**src/rtl/instruction_fetch.sv**
```systemverilog
// Instruction fetch unit: turns a start strobe and PC into a single request/ready read
// on the instruction-memory bus and reports the fetched word or a fault to decode.
`timescale 1ns/1ps
module instruction_fetch #(
    parameter int TIMEOUT_CYCLES = 16
) (
    input  logic        clk,
    input  logic        reset,
    input  logic        start,
    input  logic [31:0] pc,
    output logic        mem_req,
    output logic [31:0] mem_addr,
    input  logic        mem_ready,
    input  logic [31:0] mem_rdata,
    input  logic        mem_error,
    output logic        busy,
    output logic        done,
    output logic [31:0] instr,
    output logic        fault,
    output logic [1:0]  fault_cause
);

    localparam int CNT_W = $clog2(TIMEOUT_CYCLES) + 1;
    localparam bit TIMEOUT_EN = (TIMEOUT_CYCLES != 0);
    localparam logic [CNT_W-1:0] CNT_MAX = '1;
    // With the timeout disabled the boundary value is never compared, so any value works.
    localparam logic [CNT_W-1:0] CNT_LAST =
        TIMEOUT_EN ? CNT_W'(TIMEOUT_CYCLES - 1) : '0;

    localparam logic [1:0] CAUSE_NONE       = 2'd0;
    localparam logic [1:0] CAUSE_MISALIGNED = 2'd1;
    localparam logic [1:0] CAUSE_BUS        = 2'd2;
    localparam logic [1:0] CAUSE_TIMEOUT    = 2'd3;

    typedef enum logic {
        S_IDLE = 1'b0,
        S_WAIT = 1'b1
    } state_t;

    state_t            state;
    state_t            state_n;
    logic [CNT_W-1:0]  count;
    logic [CNT_W-1:0]  count_n;
    logic              mem_req_n;
    logic [31:0]       mem_addr_n;
    logic              done_n;
    logic [31:0]       instr_n;
    logic              fault_n;
    logic [1:0]        cause_n;

    always_ff @(posedge clk) begin
        if (reset) begin
            state       <= S_IDLE;
            count       <= '0;
            mem_req     <= 1'b0;
            mem_addr    <= '0;
            done        <= 1'b0;
            instr       <= '0;
            fault       <= 1'b0;
            fault_cause <= CAUSE_NONE;
        end else begin
            state       <= state_n;
            count       <= count_n;
            mem_req     <= mem_req_n;
            mem_addr    <= mem_addr_n;
            done        <= done_n;
            instr       <= instr_n;
            fault       <= fault_n;
            fault_cause <= cause_n;
        end
    end

    always_comb begin
        state_n    = state;
        count_n    = count;
        mem_req_n  = mem_req;
        mem_addr_n = mem_addr;
        done_n     = 1'b0;
        instr_n    = instr;
        fault_n    = fault;
        cause_n    = fault_cause;

        case (state)
            S_IDLE: begin
                if (start) begin
                    if (pc[1:0] != 2'b00) begin
                        done_n  = 1'b1;
                        fault_n = 1'b1;
                        cause_n = CAUSE_MISALIGNED;
                    end else begin
                        mem_addr_n = pc;
                        mem_req_n  = 1'b1;
                        count_n    = '0;
                        fault_n    = 1'b0;
                        cause_n    = CAUSE_NONE;
                        state_n    = S_WAIT;
                    end
                end
            end
            S_WAIT: begin
                // A completion on the boundary cycle takes priority over the timeout.
                if (mem_ready) begin
                    done_n    = 1'b1;
                    mem_req_n = 1'b0;
                    state_n   = S_IDLE;
                    if (mem_error) begin
                        fault_n = 1'b1;
                        cause_n = CAUSE_BUS;
                    end else begin
                        instr_n = mem_rdata;
                    end
                end else begin
                    if (count != CNT_MAX) begin
                        count_n = count + CNT_W'(1);
                    end
                    if (TIMEOUT_EN && (count == CNT_LAST)) begin
                        done_n    = 1'b1;
                        fault_n   = 1'b1;
                        cause_n   = CAUSE_TIMEOUT;
                        mem_req_n = 1'b0;
                        state_n   = S_IDLE;
                    end
                end
            end
        endcase
    end

    assign busy = (state == S_WAIT);

endmodule

```
**config.mk**
```make
export PLATFORM = sky130hd
export DESIGN_NAME = instruction_fetch
export DESIGN_NICKNAME = d
export VERILOG_FILES = /design/src/rtl/instruction_fetch.sv
export SDC_FILE = /design/constraint.sdc
export NUM_CORES = 1
export LEC_CHECK = 0
export CAP_MARGIN = 20
export CORE_MARGIN = 5
export CORE_UTILIZATION = 43
export DETAILED_ROUTE_END_ITERATION = 8
export GPL_ROUTABILITY_DRIVEN = 0
export GPL_TIMING_DRIVEN = 0
export HOLD_SLACK_MARGIN = 0.02
export PLACE_DENSITY = 0.86
export SYNTH_ARGS = -nofsm -noshare
export SYNTH_HDL_FRONTEND = slang
export SYNTH_SLANG_ARGS = --single-unit
```
**constraint.sdc**
```tcl
create_clock -name clk -period 4.9 [get_ports clk]
set_input_delay 0.735 -clock clk [delete_from_list [all_inputs] [get_ports clk]]
set_output_delay 0.735 -clock clk [all_outputs]
set_load 0.01 [all_outputs]
```
==> impl_metrics.yaml <==
outcome:
  status: "finished, final reports clean"
finish:
  fill_cells: 481
  nets: 558
  diodes: 0
  synthToLayoutAreaGrowth_pct: 59.00
  drive_gt1_frac: 0.06721
  final_util: 0.7046
  mostFrequentLayoutCells: "clkdlybuf4s50_1 (137), nand2_1 (126), dfxtp_1 (75)"
  final_common_cell: "clkdlybuf4s50_1"
worst_setup_path:
  worstPathArrival_ps: 2270
  worstSetupEndpointType: "register"
  worstPathMaxFanout: 10
  crit_type: "input port to register"
  critPathLaunchType: "input port"
  required_ps: 5100
power:
  power_density_nw_per_um2: 275.5
  power_uw: 1233
  power_leakage_uw: 0.001565
  peakVddDrop_mv: 0.2248
place:
  post-dp-hpwl_mm: 6.011
  port-buffer-count: 137
floorplan:
  initial_core_util: 0.4432
  die-height_um: 90.90
  core_um2: 6350
  rows: 29
  io_pins: 139
  die_x_um: 90.90
  dieArea_um2: 8262
clock_network:
  cts.sinks: 75
  cts_tree: "yes"
  clockBufferDepth: 2
  root_buffer: "clkbuf_8"
  ctsHoldBuffers: 0
  path_clk_slew_ps: 80
  post_cts_buffers: 0
  numCtsBuffers: 9
  clk_latency_ps: 330
  htree_levels: 3
  cts_resized: 0
drt:
  num_vias: 2746
  ant_nets: 0
  routed_via_density: 4.835
  postRouteWirelength_mm: 7.912
  drtPass1Iterations: 4
  drc: 0
  wl_per_cell_um: 13.93
  drt_iter0_drc: 71
timing:
  grt_setup_unrepaired: "false"
  min_period_over_period: 0.4218
  fin_crit_ps: 2067
  fmax_mhz: 483.9
  slew_headroom: 0.6346
  fin_skew_ps: 4.710
  setup_viol: 0
  finalSetupTns_ps: 0
  finalMaxSlewViolations: 0
  finalHoldViolCount: 0
  worstMarginPinSlew_ps: 548.0
grt:
  grt_max_degree: 14
  grt_pass1_wl_mm: 12.30
  overflow: 0
  antenna_found_initial: 0
  first_global_vias: 2641
  grt_usage: 0.1825
min_path:
  hold_path.class: "register to register"
logic_synthesis:
  yosysSeqAreaShare: 0.5336
  synth.distinct_cells: 30
  synthCells: 338
  avgSynthCellArea_um2: 8.325
  synth_fp_nets: 410
  yosys_warnings: 0
  syn_area_um2: 2814
  synth_seq_cells: 75
run:
  cap_violations: 0
where the power goes:
part / internal (µW) / switching (µW)
Sequential: 623 / 6.73
Clock: 233 / 227
Combinational: 88.3 / 54.7
critical path, cell delays in order:
cell and delay, ps:
clkdlybuf4s50_1 520, clkbuf_1 420, buf_1 490, a21oi_1 100
metal layers:
layer	vias to the layer above	global-route usage	share of wire
li1	1405	-	-
met1	1223	0.1998	0.41
met2	109	0.3190	0.48
met3	9	0.07250	0.10
met4	0	0.06235	0.012
met5	-	0	0
sequential cells by signal (all words and copies together), names as in the netlist:
register,flops
done,1
count,5
fault,1
busy,1
fault_cause,2
instr,32
mem_addr,32
mem_req,1
final cells by class:
class / count / area (µm²) / area share
clock buffers: 9 / 123.9 / 0.02768
flip-flops and latches: 75 / 1501 / 0.3356
clock inverters: 7 / 68.82 / 0.01538
multi-input cells: 236 / 1140 / 0.2548
repair buffers: 137 / 1371 / 0.3065
plain buffers: 25 / 165.2 / 0.03691
well taps: 77 / 96.34 / 0.02153
inverters: 2 / 7.507 / 0.001678
per-stage QoR:
step / cell area, µm² / std cells / hold WS, ps / worst slack [ps]
2_1_floorplan: 2814 / 338 / 460.8 / 3061
3_3_place_gp: 4282 / 552 / 440.4 / 2479
3_5_place_dp: 4282 / 552 / 447.7 / 2447
4_1_cts: 4474 / 568 / 458.3 / 2802
5_1_grt: 4474 / 568 / 480.0 / 2673
6_report: 4474 / 568 / 454.3 / 2833
Yosys cell counts:
library cell    n  area [µm²]
nand2_1       126       473.0
dfxtp_1        75        1501
a21oi_1        67       335.3
clkbuf_1       10       37.54
buf_6           9       101.4
nand3_1         8       40.04
nand3b_1        4       30.03
buf_1           3       11.26
buf_2           3       15.01
ha_1            3       37.54
nor2_1          3       11.26
nor3b_1         3       22.52
a31oi_1         2       12.51
inv_1           2       7.510
mux2_2          2       22.52
mux2i_1         2       20.02
nand2b_1        2       12.51
o21ai_0         2       10.01
a211o_1         1       8.760
a21oi_2         1       8.760
and3_1          1       6.260
and3b_1         1       8.760
nand4b_1        1       8.760
nor2b_1         1       6.260
nor3_1          1       5.000
nor4b_4         1       23.77
o211a_1         1       10.01
or3b_2          1       8.760
or4_1           1       7.510
or4b_1          1       10.01
final timing paths:
path | start | to | slack [ps] | depth (start not counted)
worst min-delay path | instr[21] | instr[21] | 450 | 2
worst max-delay path | reset | instr[27] | 2830 | 4
worst max register to register | count[0] | fault | 2900 | 6
worst min register to register | instr[21] | instr[21] | 450 | 2
kinds of logic after synthesis:
kind of cell | share of synthesized area
AOI/OAI and AO/OA | 0.1369
adders and majority gates | 0.01334
buffers and inverters | 0.06136
DFF | 0.5336
muxes | 0.01512
and+or+nand+nor | 0.2397
No activity file was read; power rests on OpenSTA's default activity.
